## config.mk

```make
export PLATFORM = sky130hd
export DESIGN_NAME = multi_channel_tick_pwm
export DESIGN_NICKNAME = d
export VERILOG_FILES = /design/src/rtl/multi_channel_tick_pwm_pkg.sv /design/src/rtl/multi_channel_tick_pwm_channel.sv /design/src/rtl/multi_channel_tick_pwm.sv
export SDC_FILE = /design/constraint.sdc
export NUM_CORES = 1
export LEC_CHECK = 0
export CAP_MARGIN = 20
export CORE_MARGIN = 2
export CORE_UTILIZATION = 55
export DETAILED_ROUTE_END_ITERATION = 10
export GPL_TIMING_DRIVEN = 1
export HOLD_SLACK_MARGIN = 0.06
export PLACE_DENSITY = 0.86
export SYNTH_ARGS = -nofsm -noshare
export SYNTH_HDL_FRONTEND = slang
export SYNTH_SLANG_ARGS = --single-unit
export TNS_END_PERCENT = 20
```

## constraint.sdc

```tcl
create_clock -name clk_100MHz -period 5.5 [get_ports clk_100MHz]
set_input_delay 0.55 -clock clk_100MHz [delete_from_list [all_inputs] [get_ports clk_100MHz]]
set_output_delay 0.55 -clock clk_100MHz [all_outputs]
set_load 0.1 [all_outputs]
```

## src/rtl/multi_channel_tick_pwm_pkg.sv

```systemverilog
// Shared constants, types and helpers for the multi-channel tick/PWM generator.
// Channel configuration fields are CFG_MAX_W wide so one struct serves every CNT_W up to 32.
package multi_channel_tick_pwm_pkg;

   localparam int unsigned DEF_BASE_TICK_HZ = 1000;
   localparam int unsigned DEF_RST_PERIOD   = 1000;
   localparam int unsigned DEF_RST_DUTY     = 500;
   localparam int unsigned CFG_MAX_W        = 32;

   typedef struct packed {
      logic [CFG_MAX_W-1:0] period;
      logic [CFG_MAX_W-1:0] duty;
   } ch_cfg_t;

   function automatic int unsigned clog2(input int unsigned value);
      int unsigned result;
      int unsigned v;
      result = 0;
      v      = (value > 0) ? value - 1 : 0;
      while (v > 0) begin
         result++;
         v = v >> 1;
      end
      return result;
   endfunction

endpackage

```

## src/rtl/multi_channel_tick_pwm_channel.sv

```systemverilog
// One tick/PWM channel: counter, active and shadow configuration, pending flag,
// wrap decode and registered PWM output. Shadow values reach the active set only at a wrap or while idle.
module multi_channel_tick_pwm_channel
   import multi_channel_tick_pwm_pkg::*;
#(
   parameter int unsigned CNT_W      = 16,
   parameter int unsigned RST_PERIOD = DEF_RST_PERIOD,
   parameter int unsigned RST_DUTY   = DEF_RST_DUTY
) (
   input  logic             clk_100MHz,
   input  logic             reset,
   input  logic             base_tick,
   input  logic             en,
   input  logic             wr,
   input  logic [CNT_W-1:0] wr_period,
   input  logic [CNT_W-1:0] wr_duty,
   output logic             tick,
   output logic             pwm,
   output logic             pending
);

   ch_cfg_t              active_q;
   ch_cfg_t              shadow_q;
   logic                 pending_q;
   logic [CNT_W-1:0]     cnt_q;
   logic                 pwm_p1;
   logic [CFG_MAX_W-1:0] cnt_ext;
   logic                 period_nz;
   logic                 at_wrap;
   logic                 do_apply;

   // Idle channels (disabled or period 0) pick up a pending shadow immediately.
   always_comb begin
      cnt_ext   = CFG_MAX_W'(cnt_q);
      period_nz = (active_q.period != '0);
      at_wrap   = (cnt_ext == active_q.period - CFG_MAX_W'(1));
      tick      = base_tick & en & period_nz & at_wrap;
      do_apply  = pending_q & (tick | ~en | ~period_nz);
   end

   always_ff @(posedge clk_100MHz or posedge reset) begin
      if (reset) begin
         active_q  <= '{period: CFG_MAX_W'(RST_PERIOD), duty: CFG_MAX_W'(RST_DUTY)};
         shadow_q  <= '0;
         pending_q <= 1'b0;
         cnt_q     <= '0;
         pwm_p1    <= 1'b0;
      end else begin
         if (do_apply)
            active_q <= shadow_q;
         if (wr) begin
            shadow_q.period <= CFG_MAX_W'(wr_period);
            shadow_q.duty   <= CFG_MAX_W'(wr_duty);
         end
         // A write coinciding with an apply keeps the flag set for the newer values.
         if (wr)
            pending_q <= 1'b1;
         else if (do_apply)
            pending_q <= 1'b0;
         if (!en || do_apply || tick)
            cnt_q <= '0;
         else if (base_tick && period_nz)
            cnt_q <= cnt_q + 1'b1;
         // Stage p1: PWM lags the counter by one cycle.
         pwm_p1 <= en & period_nz & (cnt_ext < active_q.duty);
      end
   end

   assign pwm     = pwm_p1;
   assign pending = pending_q;

endmodule

```

## src/rtl/multi_channel_tick_pwm.sv

```systemverilog
// Shared base-tick prescaler feeding NUM_CH independently programmable tick/PWM channels.
// Configuration writes are routed to one channel's shadow by cfg_ch; out-of-range indices are dropped.
module multi_channel_tick_pwm
   import multi_channel_tick_pwm_pkg::*;
#(
   parameter int unsigned CLK_FREQ_HZ  = 100_000_000,
   parameter int unsigned BASE_TICK_HZ = DEF_BASE_TICK_HZ,
   parameter int unsigned NUM_CH       = 2,
   parameter int unsigned CNT_W        = 16,
   parameter int unsigned RST_PERIOD   = DEF_RST_PERIOD,
   parameter int unsigned RST_DUTY     = DEF_RST_DUTY
) (
   input  logic              clk_100MHz,
   input  logic              reset,
   input  logic [NUM_CH-1:0] ch_en,
   input  logic              cfg_wr,
   input  logic [2:0]        cfg_ch,
   input  logic [CNT_W-1:0]  cfg_period,
   input  logic [CNT_W-1:0]  cfg_duty,
   output logic              base_tick,
   output logic [NUM_CH-1:0] ch_tick,
   output logic [NUM_CH-1:0] pwm,
   output logic [NUM_CH-1:0] cfg_pending
);

   localparam int unsigned PRESC   = CLK_FREQ_HZ / BASE_TICK_HZ;
   localparam int unsigned PRESC_W = (clog2(PRESC) < 1) ? 1 : clog2(PRESC);
   localparam logic [PRESC_W-1:0] PRESC_LAST = PRESC_W'(PRESC - 1);

   logic [PRESC_W-1:0] presc_q;
   logic [NUM_CH-1:0]  wr_sel;

   always_ff @(posedge clk_100MHz or posedge reset) begin
      if (reset)
         presc_q <= '0;
      else if (presc_q == PRESC_LAST)
         presc_q <= '0;
      else
         presc_q <= presc_q + 1'b1;
   end

   // Decoded straight from the register, so it is low throughout reset.
   assign base_tick = (presc_q == PRESC_LAST);

   for (genvar g = 0; g < NUM_CH; g++) begin : g_ch
      assign wr_sel[g] = cfg_wr & (cfg_ch == 3'(g));

      multi_channel_tick_pwm_channel #(
         .CNT_W      (CNT_W),
         .RST_PERIOD (RST_PERIOD),
         .RST_DUTY   (RST_DUTY)
      ) u_channel (
         .clk_100MHz (clk_100MHz),
         .reset      (reset),
         .base_tick  (base_tick),
         .en         (ch_en[g]),
         .wr         (wr_sel[g]),
         .wr_period  (cfg_period),
         .wr_duty    (cfg_duty),
         .tick       (ch_tick[g]),
         .pwm        (pwm[g]),
         .pending    (cfg_pending[g])
      );
   end

endmodule

```

# Word level (Yosys, flattened, before mapping)
# Cells that the tools add are included.
[totals]
ram_bits = 0
in_bits = 40
out_inout_bits = 7
mem_count = 0
latchBits = 0
word_cells = 72
regBits = 181
romBits = 0
[classes]
addsub = 5
n_bitwise = 22
reduce_logical = 15
eq_ne = 4
magnitude_cmp = 2
mul = 0
n_mux = 9
n_div = 0
shift = 0
[ops]
columns = ["operator", "count"]
rows = [
  ["== test 16 x 32 -> 1 bit", 2],
  ["two-way mux 16 bit", 4],
  ["nonzero test 32 bit", 2],
  ["subtractor 16 x 1 -> 17 bit (second input constant)", 2],
  ["adder 16 x 1 -> 16 bit (second input constant)", 2],
  ["< comparator 16 bit", 2],
  ["adder 17 x 1 -> 17 bit (second input constant)", 1],
  ["== test 17 bit (second input constant)", 1],
  ["two-way mux 17 bit", 1],
  ["bitwise AND 1 bit", 14],
  ["nonzero test 2 bit", 4],
  ["logical OR 1 bit", 4],
  ["two-way mux 1 bit", 4],
  ["NOT 1 bit", 4],
  ["bitwise OR 1 bit", 4],
  ["== test 3 x 1 -> 1 bit (second input constant)", 1],
  ["zero test 3 bit", 1],
  ["logical AND 1 bit", 2],
  ["zero test 1 bit", 2],
]

# Depth between registers and ports, before layout
[logic_depth]
word_depth = 10
depth_mapped = 12
ltp_nobuf = 9

# Hierarchy
# A second synthesis with hierarchy kept.
[unflattened]
hier_cells = 821
hier_area_um2 = 9425.3
[modules_own_cells]
columns = ["module", "seq_area_each_um2", "n_inst", "cells_each", "area_per_inst_um2"]
rows = [
  ["multi_channel_tick_pwm_channel", 2067.0, 2, 372, 4286.6],
  ["multi_channel_tick_pwm", 425.4, 1, 77, 852.1],
]

# Worst setup path before layout
# No wires, ideal clock.
[synth_timing]
path_type = "flip-flop to output port"
from = "reg presc_q[0]"
to = "out ch_tick[0]"
required_ps = 4950
path_stages_with_launch = 10
path_buffers = 2
arrival_time_ps = 3544
setup_slack_ps = 1406
cell_sequence = "dfrtp_1 > ha_1 > and4_1 > buf_4 > nand2_1 > nor2_1 > nand3_1 > nor4_4 > and3_1 > buf_4"
[synth_between]
elab_chain_cells = 4
[synth_rtl]
columns = ["element", "line", "text"]
rows = [
  ["from (decl)", "multi_channel_tick_pwm.sv:30", "logic [PRESC_W-1:0] presc_q;"],
  ["from (signal assigned)", "multi_channel_tick_pwm.sv:39", "presc_q <= presc_q + 1'b1;"],
  ["== test 17 bit", "multi_channel_tick_pwm.sv:43", "assign base_tick = (presc_q == PRESC_LAST);"],
  ["net base_tick", "multi_channel_tick_pwm.sv:20", "output logic base_tick,"],
  ["bitwise AND 1 bit (3 in series)", "multi_channel_tick_pwm_channel.sv:37", "tick = base_tick & en & period_nz & at_wrap;"],
  ["to (decl)", "multi_channel_tick_pwm.sv:21", "output logic [NUM_CH-1:0] ch_tick,"],
]
# The timed path passes the listed nets, and every way through them passes these cells.

# Worst setup path in the final report
[layout_timing]
from = "reg g_ch[0].u_channel.active_q[34] (netlist name)"
to = "out ch_tick[0]"
[layout_between]
elab_chain_cells = 3
word_cells_on_any_way = 5
classes_between = "add/sub (1); eq/ne (1); bitwise (2); reduce/logical (1)"
[layout_rtl]
columns = ["element", "line", "text"]
rows = [
  ["from (decl)", "multi_channel_tick_pwm_channel.sv:22", "ch_cfg_t active_q;"],
  ["from (signal assigned)", "multi_channel_tick_pwm_channel.sv:43", "active_q <= '{period: CFG_MAX_W'(RST_PERIOD), duty: CFG_MAX_W'(RST_DUTY)};"],
  ["from (signal assigned)", "multi_channel_tick_pwm_channel.sv:50", "active_q <= shadow_q;"],
  ["subtractor 16 x 1 -> 17 bit / nonzero test 32 bit (equally long branches)", "multi_channel_tick_pwm_channel.sv:36, multi_channel_tick_pwm_channel.sv:35", ""],
  ["== test 16 x 32 -> 1 bit / bitwise AND 1 bit (equally long branches)", "multi_channel_tick_pwm_channel.sv:36, multi_channel_tick_pwm_channel.sv:37", ""],
  ["bitwise AND 1 bit *", "multi_channel_tick_pwm_channel.sv:37", ""],
]
# Every way passes the cells marked *; elsewhere a longest branch is shown, timed or not.

==> flow_metrics.tcl <==
set metrics [dict create \
    final_antenna_net_count 0 \
    cts_tree "yes" \
    drc 0 \
    yosys_most_used_dff "dfrtp_1" \
    min_period_ns 4.62 \
    endpoint_kind "output pin" \
    status "completed" \
    finalCritPeriodShare_pct 83.9 \
    dp_hpwl_um 14400 \
    ys_seq_area_share_pct 47.1 \
    yosys_warnings 0 \
    total_power_mw 4.69 \
    grt_first_pass_wirelength_um 33000 \
    synth-edff-count 0 \
    core_mm2 0.0172 \
    crit_path_max_incr_delay_ns 1.15 \
    routed_wl_um 20400 \
    crit_arrival_ns 4.07 \
    synth_top_family_by_area "multiplexers" \
    path_buf_inv 1 \
    synth_compound_area_share_pct 5.52 \
    die_y_um 137 \
    cts_hold_buf 0 \
    cts_buffer_depth 2 \
    design_area_mm2 0.0109 \
    via_per_inst 5.76 \
    synthAdderAreaFrac_pct 4.78 \
    grt_pass1_vias 6225 \
    placed_area_mm2 0.0103 \
    drt_iter0_drc 486 \
    synth-simple-area-share_pct 13.5 \
    multiInputGateArea_mm2 0.00473 \
    power.leakage_nw 4.89 \
    seqCellArea_mm2 0.00456 \
    slew_headroom_pct 35.2 \
    synth_seq_cells 181 \
    hold_start "presc_q[0]" \
    slowest_stage "clkdlybuf4s50_1" \
    syn_inst 818 \
    nets 936 \
    ys_async_sr_fraction_pct 100 \
    power.density_mw_per_mm2 431 \
    synth_xor_xnor_area_share_pct 7.42 \
    final_layout_size_suffix_gt1_share_pct 24.7 \
    layout_common_cells "157 x dfrtp_1, 69 x mux2_2, 66 x nor2_1, 60 x mux2_4, 48 x inv_1" \
    cts-root-buf "clkbuf_16" \
    grt.total_usage_pct 23.3 \
    finalClockSkew_ns 0.0150 \
    wl_per_cell_um 18.6 \
    cp_top_family "simple AND/OR/NAND/NOR gates" \
    ys_types 65 \
    yosys-mux-area-fraction_pct 17.4 \
    path_clk_slew_ns 0.07 \
    avgSynthCellArea_um2 11.8 \
    start_kind "flop" \
    htreeDepth 4 \
    fp-row-count 48 \
    final-setup-viol-count 0 \
    fillers 1256 \
    diodes 0 \
    syn_nets 895 \
    dr_total_vias 6316 \
    layout_setup_ws_ns 0.884 \
    syn2layout_area_growth_pct 12.3 \
    worst-setup-path-type "reg -> out" \
    utilization_pct 63.1 \
    slew_violations 0 \
    fin_setup_tns_ns 0 \
    cp_max_fo 7 \
    cts_setup_buffers 0 \
    cp.required_ns 4.95 \
    grt_antenna_before_repair 0 \
    hp-class "reg -> reg" \
    clock_sinks 181 \
    grt_max_degree 89 \
    numCtsBuffers 17 \
    tightest_slew_ns 0.970 \
    rsz0062_at_grt "no" \
    hold_viol 0 \
    ctsResizeCount 0 \
    grt-ovfl-total 0 \
    synth_area_mm2 0.00968 \
    maxCapViolations 0 \
    vdd_ir_drop_max_mv 0.281 \
    dieArea_mm2 0.0187 \
    dr.pass1.iters 5 \
    layout_commonest_cell "dfrtp_1" \
    die_w_um 137 \
    io_pins 47 \
    crit_start "g_ch[0].u_channel.active_q[34]" \
    place_congestion 0.928 \
    start_util_pct 56.2 \
    fmax_mhz 217 \
    r2r-start "g_ch[0].u_channel.active_q[34]" \
    io_buffers 46 \
    cp_cell_sequence "or4_1, nor4_1, a211oi_1, nor3b_1, or2_1, and3_1, clkdlybuf4s50_1" \
    clk_latency_ns 0.44 \
    pre_cts_slack_ns 1.41 \
]
-- routing by layer --
| metal | up-vias | global-route usage [%] | part of all wire (%) |
|---|---|---|---|
| li1 | 2972 | - | - |
| met1 | 3168 | 32.0 | 45 |
| met2 | 151 | 37.8 | 49 |
| met3 | 25 | 4.56 | 4.5 |
| met4 | 0 | 6.37 | 1.4 |
| met5 | - | 0 | 0 |
-- where the power goes --
part           switching [mW]  total (mW)  internal [mW]
logic                   0.621        1.36          0.741
registers               0.360        2.10           1.74
clock network           0.526        1.23          0.702
total                    1.51        4.69           3.18
-- metrics by stage --
stage	instances	hold slack, ns
4_1_cts	1097	0.488
5_1_grt	1097	0.509
3_5_place_dp	1065	0.479
3_3_place_gp	1065	0.467
2_1_floorplan	818	0.454
6_report	1097	0.485
-- kinds of logic after synthesis --
logic type | count (synthesis)
simple gates | 237
compound gates | 70
fa+ha+maj | 37
flops | 181
xor+xnor | 82
mux | 130
buf+inv | 81
-- synthesized netlist by cell type (all sizes together), types with 15 or more instances --
| master | count | area (µm²) |
|---|---|---|
| nor3 | 18 | 90.1 |
| dfstp | 24 | 631 |
| mux2 | 129 | 1680 |
| ha | 37 | 463 |
| xnor2 | 47 | 412 |
| nand3 | 26 | 130 |
| buf | 19 | 183 |
| dfrtp | 157 | 3930 |
| xor2 | 35 | 307 |
| nor2 | 66 | 248 |
| nand4 | 23 | 144 |
| inv | 49 | 184 |
| nor4 | 15 | 134 |
| nand2 | 33 | 124 |
-- sequential cells by signal, summed over array words and instances (netlist names) --
name                     cells
g_ch.u_channel.active_q     64
g_ch.u_channel.shadow_q     64
g_ch.u_channel.cnt_q        32
presc_q                     17
g_ch.u_channel.pending       2
g_ch.u_channel.pwm           2
-- path summary, 6_finish.rpt --
path | depth (start not counted) | endpoint | slack (ns)
hold reg to reg | 1 | presc_q[0] | 0.48
max in group asynchronous | 3 | g_ch[1].u_channel.active_q[0] | 3.67
setup reg to reg | 8 | g_ch[0].u_channel.active_q[3] | 1.65
min in group asynchronous | 2 | g_ch[1].u_channel.shadow_q[12] | 0.64
hold / removal | 1 | presc_q[0] | 0.48
setup / recovery | 7 | ch_tick[0] | 0.88
-- cell type report --
cell class	instances	area share (%)
Clock buffer	20	4.20
Clock inverter	12	1.32
Inverter	49	1.74
Multi-Input combinational cell	556	43.5
Sequential cell	181	41.9
Tap cell	225	2.59
Timing Repair Buffer	54	4.76
-- worst reg2reg max path, delay by kind of cell, from the launching register on --
kind / cells / cell delay [ns]
DFF: 1 / 0.45
and+or+nand+nor: 4 / 1.60
buffers and inverters: 1 / 0.44
AOI/OAI and AO/OA: 2 / 0.90
muxes: 1 / 0.34
No activity file was read; power rests on OpenSTA's default activity.
